--- src/rtl/gpu_pkg.sv ---
// Shared geometry, fill character, FSM states and pending-request encoding
// for the character-buffer fill engine.
package gpu_pkg;
  localparam int ROWS    = 30;
  localparam int COLS_80 = 80;
  localparam int COLS_40 = 40;
  localparam int ADDR_W  = 12;
  localparam logic [7:0] FILL_CHAR = 8'h20;

  typedef enum logic [1:0] {IDLE, FILL_SCREEN, FILL_LINE, FINISH} fill_state_e;
  typedef enum logic {REQ_LINE = 1'b0, REQ_CLEAR = 1'b1} req_e;

  typedef struct packed {
    logic       vld;
    req_e       kind;
    logic [4:0] sel;
    logic       mode80;
  } slot_t;

  // Line stride is 80 = 64+16 or 40 = 32+8, so the base needs no multiplier.
  function automatic logic [ADDR_W-1:0] line_base(input logic [4:0] sel, input logic mode80);
    logic [ADDR_W-1:0] s;
    s = {{(ADDR_W-5){1'b0}}, sel};
    return mode80 ? (s << 6) + (s << 4) : (s << 5) + (s << 3);
  endfunction
endpackage

--- src/rtl/fill_addr_gen.sv ---
// Fill address counter: latches base and end on load, steps once per advance,
// flags the last address combinationally from registered state.
module fill_addr_gen
  import gpu_pkg::*;
(
  input  logic              clk,
  input  logic              rst,
  input  logic              load_i,
  input  logic              line_i,
  input  logic              mode80_i,
  input  logic [4:0]        sel_i,
  input  logic              adv_i,
  output logic [ADDR_W-1:0] addr_o,
  output logic              last_o
);
  logic [ADDR_W-1:0] cnt_q, cnt_d, end_q, end_d;
  logic [ADDR_W-1:0] base, len;

  always_comb begin
    base  = line_i ? line_base(sel_i, mode80_i) : '0;
    if (line_i) len = mode80_i ? ADDR_W'(COLS_80) : ADDR_W'(COLS_40);
    else        len = mode80_i ? ADDR_W'(ROWS * COLS_80) : ADDR_W'(ROWS * COLS_40);
    cnt_d = cnt_q;
    end_d = end_q;
    if (load_i) begin
      cnt_d = base;
      end_d = base + len - ADDR_W'(1);
    end else if (adv_i) begin
      cnt_d = cnt_q + ADDR_W'(1);
    end
  end

  always_ff @(posedge clk or posedge rst) begin
    if (rst) begin
      cnt_q <= '0;
      end_q <= '0;
    end else begin
      cnt_q <= cnt_d;
      end_q <= end_d;
    end
  end

  assign addr_o = cnt_q;
  assign last_o = (cnt_q == end_q);
endmodule

--- src/rtl/text_fill_engine.sv ---
// Character-buffer write arbiter: CPU writes pass with priority, clear/line fills use idle cycles.
// One-cycle registered write path; one pending request is held while busy, extras set overflow.
module text_fill_engine
  import gpu_pkg::*;
(
  input  logic              clk,
  input  logic              rst,
  input  logic [ADDR_W-1:0] cpu_wr_addr,
  input  logic [7:0]        cpu_wr_data,
  input  logic              cpu_we,
  input  logic              mode_80col,
  input  logic              clear_req,
  input  logic              line_req,
  input  logic [4:0]        line_sel,
  output logic [ADDR_W-1:0] buf_addr,
  output logic [7:0]        buf_data,
  output logic              buf_we,
  output logic              busy,
  output logic              done,
  output logic              overflow
);
  fill_state_e       state_q, state_d;
  slot_t             slot_q, slot_d;
  logic              ovf_q, ovf_d;
  logic              done_q;
  logic [ADDR_W-1:0] buf_addr_q;
  logic [7:0]        buf_data_q;
  logic              buf_we_q;

  logic              load, load_line, load_mode, take_new, fill_we;
  logic              line_ok, line_bad, fill_last;
  req_e              load_kind;
  logic [4:0]        load_sel;
  logic [ADDR_W-1:0] fill_addr;

  always_comb begin
    state_d   = state_q;
    slot_d    = slot_q;
    ovf_d     = ovf_q;
    load      = 1'b0;
    load_kind = REQ_CLEAR;
    load_sel  = line_sel;
    load_mode = mode_80col;
    take_new  = 1'b0;
    fill_we   = 1'b0;
    line_bad  = line_req && !clear_req && (line_sel >= 5'(ROWS));
    line_ok   = line_req && !clear_req && (line_sel < 5'(ROWS));
    if (line_bad) ovf_d = 1'b1;

    case (state_q)
      IDLE, FINISH: begin
        if (state_q == FINISH) state_d = IDLE;
        if (slot_q.vld) begin
          load       = 1'b1;
          load_kind  = slot_q.kind;
          load_sel   = slot_q.sel;
          load_mode  = slot_q.mode80;
          slot_d.vld = 1'b0;
        end else if (state_q == IDLE && (clear_req || line_ok)) begin
          load      = 1'b1;
          load_kind = clear_req ? REQ_CLEAR : REQ_LINE;
          take_new  = 1'b1;
        end
        if (load) state_d = (load_kind == REQ_CLEAR) ? FILL_SCREEN : FILL_LINE;
      end
      FILL_SCREEN, FILL_LINE: begin
        if (!cpu_we) begin
          fill_we = 1'b1;
          if (fill_last) state_d = FINISH;
        end
      end
      default: state_d = IDLE;
    endcase

    // Requests not started directly go to the slot; a clear supersedes a pending line.
    if (!take_new) begin
      if (clear_req) begin
        if (!slot_d.vld || slot_d.kind == REQ_LINE)
          slot_d = '{vld: 1'b1, kind: REQ_CLEAR, sel: line_sel, mode80: mode_80col};
      end else if (line_ok) begin
        if (!slot_d.vld) slot_d = '{vld: 1'b1, kind: REQ_LINE, sel: line_sel, mode80: mode_80col};
        else             ovf_d  = 1'b1;
      end
    end
  end

  assign load_line = (load_kind == REQ_LINE);

  fill_addr_gen u_addr_gen (
    .clk      (clk),
    .rst      (rst),
    .load_i   (load),
    .line_i   (load_line),
    .mode80_i (load_mode),
    .sel_i    (load_sel),
    .adv_i    (fill_we),
    .addr_o   (fill_addr),
    .last_o   (fill_last)
  );

  always_ff @(posedge clk or posedge rst) begin
    if (rst) begin
      state_q    <= IDLE;
      slot_q     <= '0;
      ovf_q      <= 1'b0;
      done_q     <= 1'b0;
      buf_addr_q <= '0;
      buf_data_q <= '0;
      buf_we_q   <= 1'b0;
    end else begin
      state_q <= state_d;
      slot_q  <= slot_d;
      ovf_q   <= ovf_d;
      done_q  <= (state_d == FINISH);
      if (cpu_we) begin
        buf_addr_q <= cpu_wr_addr;
        buf_data_q <= cpu_wr_data;
        buf_we_q   <= 1'b1;
      end else if (fill_we) begin
        buf_addr_q <= fill_addr;
        buf_data_q <= FILL_CHAR;
        buf_we_q   <= 1'b1;
      end else begin
        buf_we_q   <= 1'b0;
      end
    end
  end

  assign buf_addr = buf_addr_q;
  assign buf_data = buf_data_q;
  assign buf_we   = buf_we_q;
  assign done     = done_q;
  assign overflow = ovf_q;
  assign busy     = (state_q != IDLE) || slot_q.vld;
endmodule

--- config.mk ---
export PLATFORM = sky130hd
export DESIGN_NAME = text_fill_engine
export DESIGN_NICKNAME = d
export VERILOG_FILES = /design/src/rtl/gpu_pkg.sv /design/src/rtl/fill_addr_gen.sv /design/src/rtl/text_fill_engine.sv
export SDC_FILE = /design/constraint.sdc
export NUM_CORES = 1
export LEC_CHECK = 0
export BUFFER_PORTS_ARGS = -buffer_cell sky130_fd_sc_hd__buf_2
export CORE_AREA = 8 8 91 93
export DETAILED_ROUTE_END_ITERATION = 10
export DIE_AREA = 0 0 99 101
export PLACE_DENSITY = 0.74
export SYNTH_ARGS = -nofsm -noshare
export SYNTH_HDL_FRONTEND = slang
export SYNTH_SLANG_ARGS = --single-unit
--- constraint.sdc ---
create_clock -name clk -period 3.9 [get_ports clk]
set_input_delay 0.585 -clock clk [delete_from_list [all_inputs] [get_ports clk]]
set_output_delay 0.585 -clock clk [all_outputs]
set_load 0.02 [all_outputs]
==> flow_summary.toml <==
[power]
p_leak_nw = 1.99
power_switching_w = 0.00167
p_seq_share_pct = 25.2
p_per_area_mw_per_mm2 = 902
switching_share_pct = 43.9
totalPowerFinal_w = 0.00382
p_comb_share_pct = 64.2
intPower_w = 0.00214
max-vdd-ir-drop_uv = 602
pwr-share-clk_pct = 10.7

[sta]
skew_ps = 10.8
min_period_over_period_pct = 95.7
period_needed_ps = 3730
worstMarginPinSlew_ps = 684
slew_viol_final = 0
setup_viol = 0
max_slew_margin_pct = 53.8
worst_slack_ps = 166
hold_violations = 0
whs_ps = 327
fmax_ghz = 0.268

[worst_setup_path]
r2r-end = "u_addr_gen.end_q[11]$_DFFE_PP0P_"
r2r-start = "state_q[0]$_DFF_PP0_"
end_kind = "flop"
path_buf_inv = 3
worstPathRequired_ps = 4140
r2r_slack_ps = 170
cp_common_cell = "ha_4"
slowest_stage = "fa_2"
crit_family = "adder cells"
crit_path_start_kind = "flop"
crit_chain = "inv_2 -> ha_4 -> nor2b_4 -> buf_6 -> mux2_4 -> ha_4 -> fa_2 -> buf_4 -> a21o_4 -> a211oi_4 -> o21ai_2 -> xor2_1 -> ha_1 -> o21ai_1 -> nand2b_1 -> o31ai_2 -> a31o_2 -> a31oi_1"
cp_max_fo = 5
cp_slowest_stage_delay_ps = 420
r2r.worst_path.cells = 18
criticalPathCategory = "reg2reg"
arrival_ps = 3980

[cells_and_area]
finalNetCount = 497
drive_above_1_share_pct = 30.3
regArea_sq_mm = 0.00138
stdcell_area_sq_mm = 0.00423
synthToLayoutAreaGrowth_pct = 25.0
multi_input_area_sq_mm = 0.00203
fillers = 574
diodes = 0

[die]
initial_core_util_pct = 48.8
rows = 31
die_x_um = 99
dieArea_sq_mm = 0.0100
die_h_um = 101
core_sq_mm = 0.00694
design.portCount = 55

[clocking]
clockBufferDepth = 2
clock-sinks = 55
hold_buffers = 0
clk_pin_slew_ps = 110
tritoncts = "yes"
cts.htree.levels = 2
clk-insertion-delay-late_ps = 320
cts_buffers = 5
cts_root_buf = "clkbuf_8"

[logic_synthesis]
avgSynthCellArea_sq_um = 9.18
synthFlopType = "dfrtp_1"
synth_warnings = 0
synth_edf_count = 0
ys_seq_elements = 55
async_reset_ff_share_pct = 100
syn_nets = 421
seq_area_frac_synth_pct = 40.7
ys_types = 51
netlist_instances = 369
netlist_area_sq_mm = 0.00339

[drt]
num_vias = 2933
drc = 0
initialDrtViolationCount = 111
wirelength_mm = 8.69
firstDrtPassIters = 4
viasPerCell = 5.55
ant_nets = 0
wl_per_cell_um = 16.5

[global_routing]
grt_max_degree = 44
grt_pass1_wl_mm = 13.8
grtUsageTotal_pct = 17.2
overflow = 0
antenna_found_initial = 0
grt_pass1_vias = 2848

[run_status]
status = "finished, final reports clean"

[placement]
gp_congestion = 0.896
io_buffer_count = 54
dp_hpwl_mm = 6.33
place_area_sq_mm = 0.00387
dp_slack_ps = -213

[worst_hold_path]
hp-class = "in2async"

[run]
cap_violations = 0
how the worst max path moves through the flow:
stage / start / endpoint / slack [ps] / cells past startpoint
finish: state_q[0]$_DFF_PP0_ / u_addr_gen.end_q[11]$_DFFE_PP0P_ / 170 / 18
global route: state_q[0]$_DFF_PP0_ / u_addr_gen.end_q[11]$_DFFE_PP0P_ / -50 / 20
CTS: state_q[0]$_DFF_PP0_ / u_addr_gen.end_q[11]$_DFFE_PP0P_ / 6 / 20
detailed placement: state_q[0]$_DFF_PP0_ / u_addr_gen.end_q[11]$_DFFE_PP0P_ / -210 / 17
global placement: state_q[0]$_DFF_PP0_ / u_addr_gen.end_q[11]$_DFFE_PP0P_ / -10 / 17
floorplan: state_q[0]$_DFF_PP0_ / u_addr_gen.end_q[11]$_DFFE_PP0P_ / 40 / 19
cell families (layout without fill, tap and decap cells):
| kind of cell | Yosys count | after routing | synth area share [%] |
|---|---|---|---|
| DFF | 55 | 55 | 40.7 |
| muxes | 24 | 24 | 8.02 |
| adders and majority gates | 21 | 21 | 8.20 |
| buffers and inverters | 37 | 114 | 4.58 |
| xor gates and xnor gates | 22 | 22 | 5.69 |
| AOI/OAI and AO/OA | 92 | 92 | 16.7 |
| and+or+nand+nor | 118 | 118 | 16.1 |
worst register-to-register path, cell delays in order (launching register included):
cell,delay (ps)
dfrtp_1,400
inv_2,90
ha_4,210
nor2b_4,110
buf_6,130
mux2_4,340
ha_4,180
fa_2,420
buf_4,150
a21o_4,220
a211oi_4,210
o21ai_2,110
xor2_1,170
ha_1,300
o21ai_1,70
nand2b_1,90
o31ai_2,70
a31o_2,210
a31oi_1,160
power by group through the flow:
| stage | Combinational, W | Clock [W] | Sequential [W] |
|---|---|---|---|
| after CTS | 0.00220 | 0.000418 | 0.000950 |
| final | 0.00245 | 0.000407 | 0.000961 |
| after global routing | 0.00269 | 0.000432 | 0.000983 |
| after floorplan | 0.00148 | 0 | 0.000952 |
| after detailed placement | 0.00206 | 0 | 0.000964 |
| after global placement | 0.00200 | 0 | 0.000955 |
final cells by class:
class	instances	area share, %
multi-input combinational	277	48.0
sequential	55	32.5
timing repair buffer	86	12.4
tap	82	2.42
inverter	20	1.77
clock buffer	5	1.63
clock inverter	3	1.18
routing by layer:
| metal | GRT usage (%) | routed length (um) | up-vias |
|---|---|---|---|
| met5 | 0 | 0 | - |
| li1 | - | - | 1439 |
| met1 | 20.4 | 3710 | 1415 |
| met4 | 5.90 | 97 | 0 |
| met3 | 3.18 | 381 | 12 |
| met2 | 30.4 | 4500 | 67 |
synth_stat cells, types with 8 or more instances:
library cell,instances,area share [%]
o21ai_0,41,6.1
dfrtp_1,55,41
nand2_1,53,5.9
ha_1,19,7.0
a21oi_1,15,2.2
nor2_1,20,2.2
clkbuf_1,11,1.2
mux2i_1,13,3.8
mux2_2,8,2.7
inv_1,19,2.1
nand2b_1,9,1.7
xnor2_1,17,4.4
flip-flops by register name, summed over array words and instances, names as in the netlist:
name / flops
buf_data: 8
overflow: 1
buf_addr: 12
buf_we: 1
slot_q: 8
state_q: 2
u_addr_gen.addr_o: 12
done: 1
u_addr_gen.end_q: 10
per-stage QoR:
step	utilization (%)	TNS, ps	cells
5_1_grt	60.9	-46.6	528
4_1_cts	58.6	0	523
3_3_place_gp	55.8	-13.6	512
3_5_place_dp	55.8	-278	512
2_1_floorplan	-	0	369
6_report	60.9	0	528
placed cells by master, fill, tap and decap left out, drive strengths merged, types with 3 or more instances in the layout:
| cell type | n |
|---|---|
| mux2i | 15 |
| nor2b | 6 |
| nor3 | 7 |
| buf | 86 |
| o21ai | 42 |
| xor2 | 5 |
| nor2 | 20 |
| ha | 19 |
| dfrtp | 55 |
| clkbuf | 5 |
| a21oi | 15 |
| a21o | 7 |
| nand2 | 53 |
| nand2b | 9 |
| xnor2 | 17 |
| mux2 | 9 |
| nand4 | 6 |
| a31oi | 3 |
| inv | 22 |
| o211ai | 6 |
| nand3 | 7 |
| a211oi | 3 |
what timing repair did:
action | CTS | global route
endpoints found under the setup margin | 4 | 4
gates resized for setup | 13 | 22
pin swaps | 4 | 13
buffers inserted | 3 | 5
Power figures use the tool's default switching activity.
